==> config.mk <==
export PLATFORM = sky130hd
export DESIGN_NAME = arm_mac_seq_flat
export DESIGN_NICKNAME = d
export VERILOG_FILES = /design/src/rtl/arm_mac_seq_pkg.sv /design/src/rtl/arm_mac_seq_if.sv /design/src/rtl/arm_mac_seq_step.sv /design/src/rtl/arm_mac_seq.sv /design/src/flat_wrapper.sv
export SDC_FILE = /design/constraint.sdc
export NUM_CORES = 2
export LEC_CHECK = 0
export BUFFER_PORTS_ARGS = -buffer_cell sky130_fd_sc_hd__buf_2
export CAP_MARGIN = 30
export CORE_MARGIN = 1
export CORE_UTILIZATION = 40
export DETAILED_ROUTE_END_ITERATION = 8
export GPL_ROUTABILITY_DRIVEN = 0
export GPL_TIMING_DRIVEN = 0
export PLACE_DENSITY = 0.55
export RECOVER_POWER = 100
export SLEW_MARGIN = 0
export SYNTH_ARGS = -nofsm -noshare
export SYNTH_HDL_FRONTEND = slang
export SYNTH_SLANG_ARGS = --single-unit
export TNS_END_PERCENT = 10
==> constraint.sdc <==
create_clock -name clk -period 18.5 [get_ports clk]
set_input_delay 3.7 -clock clk [delete_from_list [all_inputs] [get_ports clk]]
set_output_delay 3.7 -clock clk [all_outputs]
set_load 0.02 [all_outputs]
==> src/rtl/arm_mac_seq_pkg.sv <==
`default_nettype none
// ============================================================================
// Module   : arm_mac_seq_pkg
// Brief    : Shared mode-bit positions and state encodings for the MAC unit.
// Revision : 1.0
// ============================================================================
package arm_mac_seq_pkg;

   // mode = {long, signed, accumulate}; decode builds it from instruction bits 23:21
   localparam int unsigned c_MAC_LONG   = 2;
   localparam int unsigned c_MAC_SIGNED = 1;
   localparam int unsigned c_MAC_ACC    = 0;

   typedef enum logic [1:0] {
      ST_IDLE = 2'd0,
      ST_RUN  = 2'd1,
      ST_FIN  = 2'd2
   } mac_state_t;

endpackage
`default_nettype wire

==> src/rtl/arm_mac_seq_if.sv <==
`default_nettype none
// ============================================================================
// Module   : arm_mac_seq_if
// Brief    : Start/busy/done request and result bundle between decode and MAC.
// Revision : 1.0
// ============================================================================
interface arm_mac_seq_if #(
   parameter int WIDTH = 32
);
   logic             start;
   logic [2:0]       mode;
   logic [WIDTH-1:0] op_a;
   logic [WIDTH-1:0] op_b;
   logic [WIDTH-1:0] acc_lo;
   logic [WIDTH-1:0] acc_hi;
   logic             busy;
   logic             done;
   logic [WIDTH-1:0] result_lo;
   logic [WIDTH-1:0] result_hi;
   logic             flag_n;
   logic             flag_z;

   modport master (
      output start, mode, op_a, op_b, acc_lo, acc_hi,
      input  busy, done, result_lo, result_hi, flag_n, flag_z
   );

   modport slave (
      input  start, mode, op_a, op_b, acc_lo, acc_hi,
      output busy, done, result_lo, result_hi, flag_n, flag_z
   );
endinterface
`default_nettype wire

==> src/rtl/arm_mac_seq_step.sv <==
`default_nettype none
// ============================================================================
// Module   : arm_mac_seq_step
// Brief    : One iteration: STEP x WIDTH partial product, shifted into the
//            2*WIDTH running product.
// Revision : 1.0
// ============================================================================
module arm_mac_seq_step #(
   parameter int WIDTH = 32,
   parameter int STEP  = 8,
   parameter int SH_W  = $clog2(2*WIDTH)
) (
   input  wire logic [2*WIDTH-1:0] i_prod,
   input  wire logic [WIDTH-1:0]   i_mcand,
   input  wire logic [STEP-1:0]    i_digit,
   input  wire logic [SH_W-1:0]    i_shift,
   output      logic [2*WIDTH-1:0] o_prod
);

   logic [WIDTH+STEP-1:0] w_pp;
   logic [2*WIDTH-1:0]    w_pp_ext;

   assign w_pp     = (WIDTH+STEP)'(i_mcand) * (WIDTH+STEP)'(i_digit);
   assign w_pp_ext = (2*WIDTH)'(w_pp) << i_shift;
   assign o_prod   = i_prod + w_pp_ext;

endmodule
`default_nettype wire

==> src/rtl/arm_mac_seq.sv <==
`default_nettype none
// ============================================================================
// Module   : arm_mac_seq
// Brief    : Iterative MUL/MLA/UMULL/UMLAL/SMULL/SMLAL unit retiring STEP
//            multiplier bits per cycle with early termination.
// Revision : 1.0
// ============================================================================
module arm_mac_seq
   import arm_mac_seq_pkg::*;
#(
   parameter int WIDTH = 32,
   parameter int STEP  = 8
) (
   input wire logic     clk,
   input wire logic     rst_n,
   arm_mac_seq_if.slave io_mac
);

   localparam int NCHUNK = WIDTH / STEP;
   localparam int CNT_W  = $clog2(NCHUNK + 1);
   localparam int SH_W   = $clog2(2*WIDTH);

   mac_state_t r_state, w_state_nxt;
   logic       w_latch, w_run, w_fin;

   logic [WIDTH-1:0]   r_mcand, r_mplier;
   logic [2*WIDTH-1:0] r_prod, r_acc;
   logic [CNT_W-1:0]   r_count;
   logic               r_neg, r_long;
   logic               r_done, r_flag_n, r_flag_z;
   logic [WIDTH-1:0]   r_res_lo, r_res_hi;

   logic               w_sgn;
   logic [WIDTH-1:0]   w_a_mag, w_b_mag, w_mplier_nxt;
   logic [CNT_W-1:0]   w_count_nxt;
   logic [SH_W-1:0]    w_shift;
   logic               w_last;
   logic [2*WIDTH-1:0] w_prod_step, w_prod_fix, w_sum;

   always_ff @(posedge clk or negedge rst_n) begin
      if (!rst_n) r_state <= ST_IDLE;
      else        r_state <= w_state_nxt;
   end

   always_comb begin
      w_state_nxt = r_state;
      w_latch     = 1'b0;
      w_run       = 1'b0;
      w_fin       = 1'b0;
      case (r_state)
         ST_IDLE: begin
            if (io_mac.start) begin
               w_latch     = 1'b1;
               w_state_nxt = ST_RUN;
            end
         end
         ST_RUN: begin
            w_run = 1'b1;
            if (w_last) w_state_nxt = ST_FIN;
         end
         ST_FIN: begin
            w_fin       = 1'b1;
            w_state_nxt = ST_IDLE;
         end
         default: w_state_nxt = ST_IDLE;
      endcase
   end

   // Signed long ops iterate on magnitudes; the product sign is restored in FIN
   assign w_sgn   = io_mac.mode[c_MAC_LONG] & io_mac.mode[c_MAC_SIGNED];
   assign w_a_mag = (w_sgn && io_mac.op_a[WIDTH-1]) ? -io_mac.op_a : io_mac.op_a;
   assign w_b_mag = (w_sgn && io_mac.op_b[WIDTH-1]) ? -io_mac.op_b : io_mac.op_b;

   assign w_mplier_nxt = r_mplier >> STEP;
   assign w_count_nxt  = r_count + CNT_W'(1);
   assign w_shift      = SH_W'(r_count) * SH_W'(STEP);
   assign w_last       = (w_count_nxt == CNT_W'(NCHUNK)) || (w_mplier_nxt == '0);

   arm_mac_seq_step #(
      .WIDTH (WIDTH),
      .STEP  (STEP),
      .SH_W  (SH_W)
   ) u_step (
      .i_prod  (r_prod),
      .i_mcand (r_mcand),
      .i_digit (r_mplier[STEP-1:0]),
      .i_shift (w_shift),
      .o_prod  (w_prod_step)
   );

   // Short ops keep acc high half zero, so the low half of w_sum is mod 2^WIDTH
   assign w_prod_fix = r_neg ? -r_prod : r_prod;
   assign w_sum      = w_prod_fix + r_acc;

   always_ff @(posedge clk or negedge rst_n) begin
      if (!rst_n) begin
         r_mcand  <= '0;
         r_mplier <= '0;
         r_prod   <= '0;
         r_acc    <= '0;
         r_count  <= '0;
         r_neg    <= 1'b0;
         r_long   <= 1'b0;
         r_done   <= 1'b0;
         r_res_lo <= '0;
         r_res_hi <= '0;
         r_flag_n <= 1'b0;
         r_flag_z <= 1'b0;
      end else begin
         r_done <= w_fin;
         if (w_latch) begin
            r_mcand  <= w_a_mag;
            r_mplier <= w_b_mag;
            r_prod   <= '0;
            r_count  <= '0;
            r_neg    <= w_sgn & (io_mac.op_a[WIDTH-1] ^ io_mac.op_b[WIDTH-1]);
            r_long   <= io_mac.mode[c_MAC_LONG];
            if (!io_mac.mode[c_MAC_ACC])
               r_acc <= '0;
            else if (io_mac.mode[c_MAC_LONG])
               r_acc <= {io_mac.acc_hi, io_mac.acc_lo};
            else
               r_acc <= {{WIDTH{1'b0}}, io_mac.acc_lo};
         end
         if (w_run) begin
            r_prod   <= w_prod_step;
            r_mplier <= w_mplier_nxt;
            r_count  <= w_count_nxt;
         end
         if (w_fin) begin
            r_res_lo <= w_sum[WIDTH-1:0];
            r_res_hi <= r_long ? w_sum[2*WIDTH-1:WIDTH] : '0;
            r_flag_n <= r_long ? w_sum[2*WIDTH-1] : w_sum[WIDTH-1];
            r_flag_z <= r_long ? (w_sum == '0) : (w_sum[WIDTH-1:0] == '0);
         end
      end
   end

   assign io_mac.busy      = (r_state != ST_IDLE);
   assign io_mac.done      = r_done;
   assign io_mac.result_lo = r_res_lo;
   assign io_mac.result_hi = r_res_hi;
   assign io_mac.flag_n    = r_flag_n;
   assign io_mac.flag_z    = r_flag_z;

endmodule
`default_nettype wire

==> src/flat_wrapper.sv <==
// flat-port wrapper written by rule: the top's interface ports become plain ports
module arm_mac_seq_flat import arm_mac_seq_pkg::*;
#(
   parameter int WIDTH = 32,
   parameter int STEP  = 8
)
  (clk, rst_n, io_mac_start, io_mac_mode, io_mac_op_a, io_mac_op_b, io_mac_acc_lo, io_mac_acc_hi, io_mac_busy, io_mac_done, io_mac_result_lo, io_mac_result_hi, io_mac_flag_n, io_mac_flag_z);
  arm_mac_seq_if #(.WIDTH(WIDTH)) io_mac_i ();
  input wire logic clk;
  input wire logic rst_n;
  input wire logic [$bits(io_mac_i.start)-1:0] io_mac_start;
  input wire logic [$bits(io_mac_i.mode)-1:0] io_mac_mode;
  input wire logic [$bits(io_mac_i.op_a)-1:0] io_mac_op_a;
  input wire logic [$bits(io_mac_i.op_b)-1:0] io_mac_op_b;
  input wire logic [$bits(io_mac_i.acc_lo)-1:0] io_mac_acc_lo;
  input wire logic [$bits(io_mac_i.acc_hi)-1:0] io_mac_acc_hi;
  output wire logic [$bits(io_mac_i.busy)-1:0] io_mac_busy;
  output wire logic [$bits(io_mac_i.done)-1:0] io_mac_done;
  output wire logic [$bits(io_mac_i.result_lo)-1:0] io_mac_result_lo;
  output wire logic [$bits(io_mac_i.result_hi)-1:0] io_mac_result_hi;
  output wire logic [$bits(io_mac_i.flag_n)-1:0] io_mac_flag_n;
  output wire logic [$bits(io_mac_i.flag_z)-1:0] io_mac_flag_z;
  assign io_mac_i.start = io_mac_start;
  assign io_mac_i.mode = io_mac_mode;
  assign io_mac_i.op_a = io_mac_op_a;
  assign io_mac_i.op_b = io_mac_op_b;
  assign io_mac_i.acc_lo = io_mac_acc_lo;
  assign io_mac_i.acc_hi = io_mac_acc_hi;
  assign io_mac_busy = io_mac_i.busy;
  assign io_mac_done = io_mac_i.done;
  assign io_mac_result_lo = io_mac_i.result_lo;
  assign io_mac_result_hi = io_mac_i.result_hi;
  assign io_mac_flag_n = io_mac_i.flag_n;
  assign io_mac_flag_z = io_mac_i.flag_z;
  arm_mac_seq #(.WIDTH(WIDTH), .STEP(STEP)) u_core (.clk(clk), .rst_n(rst_n), .io_mac(io_mac_i));
endmodule
# Word level (Yosys, flattened, before mapping)
# Cells that the tools add are included.
# classes
n_reduce_logical	10
n_addsub	6
eq_ne	5
n_div	0
bitwise	3
shift	1
order_cmp	0
n_mul	1
muxes	21
# ops
operator	n
64-bit two-way mux	5
32-bit two-way mux	5
64-bit adder	2
32-bit logical NOT	2
64-bit logical NOT	1
32-bit negation	2
64-bit negation	1
40-bit by 6-bit << shifter with 64-bit output	1
32-bit by 8-bit multiplier with 40-bit output	1
1-bit two-way mux	6
3-bit two-way mux	2
2-bit two-way mux	2
2-bit case mux with 2 select lines	1
2-bit nonzero test	2
3-bit by 1-bit adder with 3-bit output (second input constant)	1
3-bit equality test (second input constant)	1
1-bit AND	2
2-bit by 1-bit equality test with 1-bit output (second input constant)	1
2-bit equality test (second input constant)	1
1-bit logical AND	2
2-bit logical NOT	1
2-bit by 1-bit != test with 1-bit output (second input constant)	1
2-bit != test (second input constant)	1
2-bit AND reduction	1
2 further kinds	2
# totals
rom_bits	0
latchBits	0
n_memories	0
ff_bits	266
ramBits	0

# Longest topological paths before layout
# depth
depth_word	5
ltp_mapped	38
ltp_nobuf	37

# Cells and area by module
# A second synthesis with hierarchy kept.
# unflattened
hier_cells	4057
area_unflattened_um2	32384.8
# modules_own_cells
module	area_per_inst_um2	seq_area_each_um2	instances	cells_each
arm_mac_seq	16794.9	6656.4	1	1999
arm_mac_seq_step	15590.0	0.0	1	2058

# Least setup slack after synthesis
# OpenSTA, ideal clock, no wires.
# synth_path
path_type	register to register
start	reg u_core.r_mplier[7]
end	reg u_core.r_prod[63]
t_arrival_ps	8116
t_required_ps	18417
synth_period_minus_slack_ps	8199
slack_ps	10301
stages_incl_launch_ff	37
path_cell_list	dfrtp_1 clkbuf_1 and2_1 fa_1 fa_1 fa_1 inv_1 fa_1 inv_1 ha_1 a21o_1 a21o_1 a21oi_1 o21ai_0 and3_1 o311a_1 o21ai_1 o21ai_0 xnor2_1 mux2i_1 mux2i_1 and2_1 ha_1 clkbuf_1 a21o_1 a21oi_1 o21ai_0 a221o_1 a21oi_1 a31oi_1 a41o_1 nor4_1 o21bai_1 a311oi_1 xnor2_1 or3_1 o21ai_0
# synth_via
elab_chain_len	4
# synth_rtl
element	line_no	rtl
from (decl)	arm_mac_seq.sv:26	logic [WIDTH-1:0] r_mcand, r_mplier;
from (signal assigned)	arm_mac_seq.sv:113	r_mplier <= w_b_mag;
from (signal assigned)	arm_mac_seq.sv:127	r_mplier <= w_mplier_nxt;
32-bit by 8-bit multiplier with 40-bit output	arm_mac_seq_step.sv:23	assign w_pp = (WIDTH+STEP)'(i_mcand) * (WIDTH+STEP)'(i_digit);
40-bit by 6-bit << shifter with 64-bit output	arm_mac_seq_step.sv:24	assign w_pp_ext = (2*WIDTH)'(w_pp) << i_shift;
64-bit adder	arm_mac_seq_step.sv:25	assign o_prod = i_prod + w_pp_ext;
64-bit two-way mux	arm_mac_seq.sv:125	if (w_run) begin
to (signal assigned)	arm_mac_seq.sv:126	r_prod <= w_prod_step;
to (decl)	arm_mac_seq.sv:27	logic [2*WIDTH-1:0] r_prod, r_acc;
# Every way passes these cells.
# A chain may end at the register's enable or synchronous reset.

==> run_results.csv <==
group,metric,value,unit
yosys,ys_seq_area_share,23.2,%
clocking,root_buffer,"clkbuf_16",
yosys,async_flop_share,100,%
die,die_w,270,um
worst_setup_path,worstPathRequired,17880,ps
clocking,postCtsResizedCells,0,
layout,drive_above_1_share,5.48,%
hold_path,hp-class,"reg -> reg",
placement,placed_cells,4636,
sta,period_share,62.6,%
worst_setup_path,r2r_start,"u_core.r_mplier[3]$_DFFE_PN0P_",
drt,postRouteWirelength,92800,um
global_routing,track_usage,25.3,%
worst_setup_path,cpMostUsedCell,"clkbuf_1",
clocking,cts_setup_buffers,0,
die,chipHeight,270,um
sta,clock_skew,19.7,ps
layout,n_fill_cell,7286,
sta,finalHoldViolations,0,
sta,tns,0,ps
worst_setup_path,r2r_end,"u_core.r_prod[63]$_DFFE_PN0P_",
sta,max_freq,86.4,MHz
die,row_count,97,
worst_setup_path,rrSetupSlack,7270,ps
sta,setup_ws,6930,ps
global_routing,grt_max_degree,105,
clocking,cts_max_path_buffers,3,
clocking,clk_pin_slew,60,ps
hold_path,hold_depth,2,
worst_setup_path,end_kind,"async pin",
global_routing,antenna_found_initial,0,
yosys,synth-edff-count,0,
sta,rsz0062_at_grt,"no",
job,drv_cap,3,
layout,insertedDiodeCount,0,
worst_setup_path,cp_max_fo,104,
layout,syn2layout_area_growth,11.5,%
sta,maxSlewViolCount,271,
yosys,syn_nets,4002,
global_routing,grt_remaining_overflow,0,
clocking,cts_max_level,2,
die,start_util,40.7,%
worst_setup_path,max_stage_delay,3930,ps
hold_path,hp-start,"u_core.io_mac.result_lo[9]$_DFFE_PN0P_",
die,die_area,0.0729,mm2
clocking,cts_tree,"done",
drt,wl_per_cell,19.7,um
sta,post-route-min-period,11570,ps
worst_setup_path,cp.arrival,10950,ps
yosys,ys_seq_elements,266,
yosys,synthFlopType,"dfrtp_1",
drt,drc_errors,0,
sta,worst_slew_pin_slew,5360,ps
drt,ant_nets,0,
placement,dp_hpwl,75300,um
die,pin_count,202,
layout,final_cells,4698,
yosys,ys_types,80,
die,core,0.0705,mm2
layout,nets,4245,
placement,io_buffers,200,
yosys,synth_area,0.0287,mm2
clocking,cts-hold-fix-buffers,0,
yosys,syn-instance-count,3490,
worst_setup_path,cpMaxStageDelayCell,"clkbuf_1",
sta,relSlewSlack,-258,%
clocking,worstSkewPairLatency,570,ps
worst_setup_path,cpLargestDelayFamily,"buffers and inverters",
status,status,"finished, violations left",
yosys,yosysWarnings,0,
hold_path,min_to,"u_core.io_mac.result_lo[9]$_DFFE_PN0P_",
placement,place_ws,7690,ps
layout,final_common_cell,"nand2_1",
layout,final_cell_mix,"411 x nand2_1, 310 x o21ai_0, 266 x dfrtp_1, 246 x inv_1, 246 x clkbuf_1",
worst_setup_path,crit_buf_inv,2,
clocking,clock-sinks,266,
sta,setup_violations,0,
global_routing,first_global_vias,25600,
worst_setup_path,crit_chain,"clkbuf_1, clkbuf_1",
worst_setup_path,worstRegToRegCells,33,
status,violations,"max-capacitance violations, max-slew violations",
drt,dr.pass1.iters,6,
drt,vias_per_cell,5.48,
drt,dr_total_vias,25700,
worst_setup_path,crit_type,"in -> async",
yosys,syn_avg_cell_area,8.23,um2
global_routing,grt_pass1_wl,146000,um
drt,drt_iter0_drc,1673,
clocking,numCtsBuffers,35,
worst_setup_path,startpoint_type,"input port",
==> final cells by class <==
cell class              instances  area, um2  area share (%)
multi-input cells            2801      20400            63.8
flip-flops and latches        266       6660            20.8
well taps                     940       1180            3.67
clock buffers                  46        987            3.08
repair buffers                206        933            2.91
inverters                     247        927            2.90
plain buffers                 176        663            2.07
clock inverters                16        235           0.735
==> Yosys cell counts, drive strengths merged, types with 3 or more instances <==
| master | count | area [um2] |
|---|---|---|
| o211a | 3 | 30.0 |
| nor3 | 37 | 185 |
| fa | 182 | 3640 |
| a41oi | 5 | 43.8 |
| o21ai | 317 | 1590 |
| a31oi | 24 | 150 |
| o21a | 19 | 143 |
| nor2 | 163 | 612 |
| and4 | 7 | 61.3 |
| or3 | 22 | 143 |
| xor2 | 95 | 832 |
| a221o | 9 | 90.1 |
| o31ai | 47 | 353 |
| a21oi | 235 | 1180 |
| clkbuf | 162 | 608 |
| o32ai | 3 | 26.3 |
| or4 | 12 | 105 |
| a211oi | 14 | 105 |
| o21bai | 29 | 218 |
| a21boi | 10 | 75.1 |
| buf | 14 | 62.6 |
| or2 | 5 | 31.3 |
| and3 | 27 | 169 |
| nor4 | 28 | 203 |
| and2 | 232 | 1450 |
| o211ai | 10 | 75.1 |
| nor2b | 16 | 100 |
| nand4 | 40 | 250 |
| ha | 196 | 2450 |
| a22o | 52 | 455 |
| o41ai | 13 | 121 |
| nand2b | 23 | 144 |
| inv | 246 | 923 |
| a22oi | 30 | 225 |
| mux2i | 20 | 200 |
| xnor2 | 178 | 1560 |
| a211o | 7 | 61.3 |
| nand3 | 133 | 666 |
| a221oi | 5 | 43.8 |
| a31o | 4 | 35.0 |
| dfrtp | 266 | 6660 |
| a21o | 94 | 706 |
| o22ai | 11 | 68.8 |
| nand2 | 411 | 1540 |
==> cell families (layout without fill, tap and decap cells) <==
kind of cell	after synthesis	in the layout	synth area share, %
buf+inv	423	691	5.56
xor+xnor	273	273	8.33
mux	21	21	0.736
fa+ha+maj	378	378	21.2
compound gates	964	964	20.9
simple gates	1165	1165	20.0
flops	266	266	23.2
==> worst min-delay path: stages, from the launching register on <==
cell and delay (ps):
dfrtp_1 340, nand2_1 50, nand2_1 50
==> metal layers <==
metal | share of wire, % | vias to the layer above | track usage, %
met1 | 45 | 12300 | 33.1
met4 | 4.0 | 0 | 9.42
met3 | 4.1 | 160 | 2.87
met5 | 0 | - | 0
li1 | - | 12600 | -
met2 | 47 | 674 | 42.9
==> registers in the layout, summed over array words and instances (netlist names), 2 cells and up <==
name and flops:
u_core.r_count 3, u_core.r_prod 64, u_core.r_mcand 32, u_core.io_mac.result_lo 32, u_core.io_mac.result_hi 32, u_core.r_acc 64, u_core.r_state 2, u_core.r_mplier 32
==> how the worst max path moves through the flow <==
stage	start	endpoint	slack, ps	depth (start not counted)
floorplan	u_core.r_mplier[7]$_DFFE_PN0P_	u_core.r_prod[63]$_DFFE_PN0P_	10300	36
global placement	u_core.r_mplier[3]$_DFFE_PN0P_	u_core.r_prod[63]$_DFFE_PN0P_	7710	33
detailed placement	u_core.r_mplier[3]$_DFFE_PN0P_	u_core.r_prod[63]$_DFFE_PN0P_	7690	33
CTS	u_core.r_mplier[3]$_DFFE_PN0P_	u_core.r_prod[63]$_DFFE_PN0P_	7620	33
global route	rst_n	u_core.r_acc[62]$_DFFE_PN0P_	5010	2
finish	rst_n	u_core.r_acc[62]$_DFFE_PN0P_	6930	2
==> metrics by stage <==
step	util (%)	hold slack, ps	cell area, um2
CTS	45.7	473	32200
finish	45.4	471	32000
global placement	43.8	455	30900
global route	45.4	487	32000
detailed placement	44.0	458	31000
floorplan	-	445	28700
Power is not shown: default switching activity piles up to over one toggle a cycle in this logic, so the estimate is an artifact.
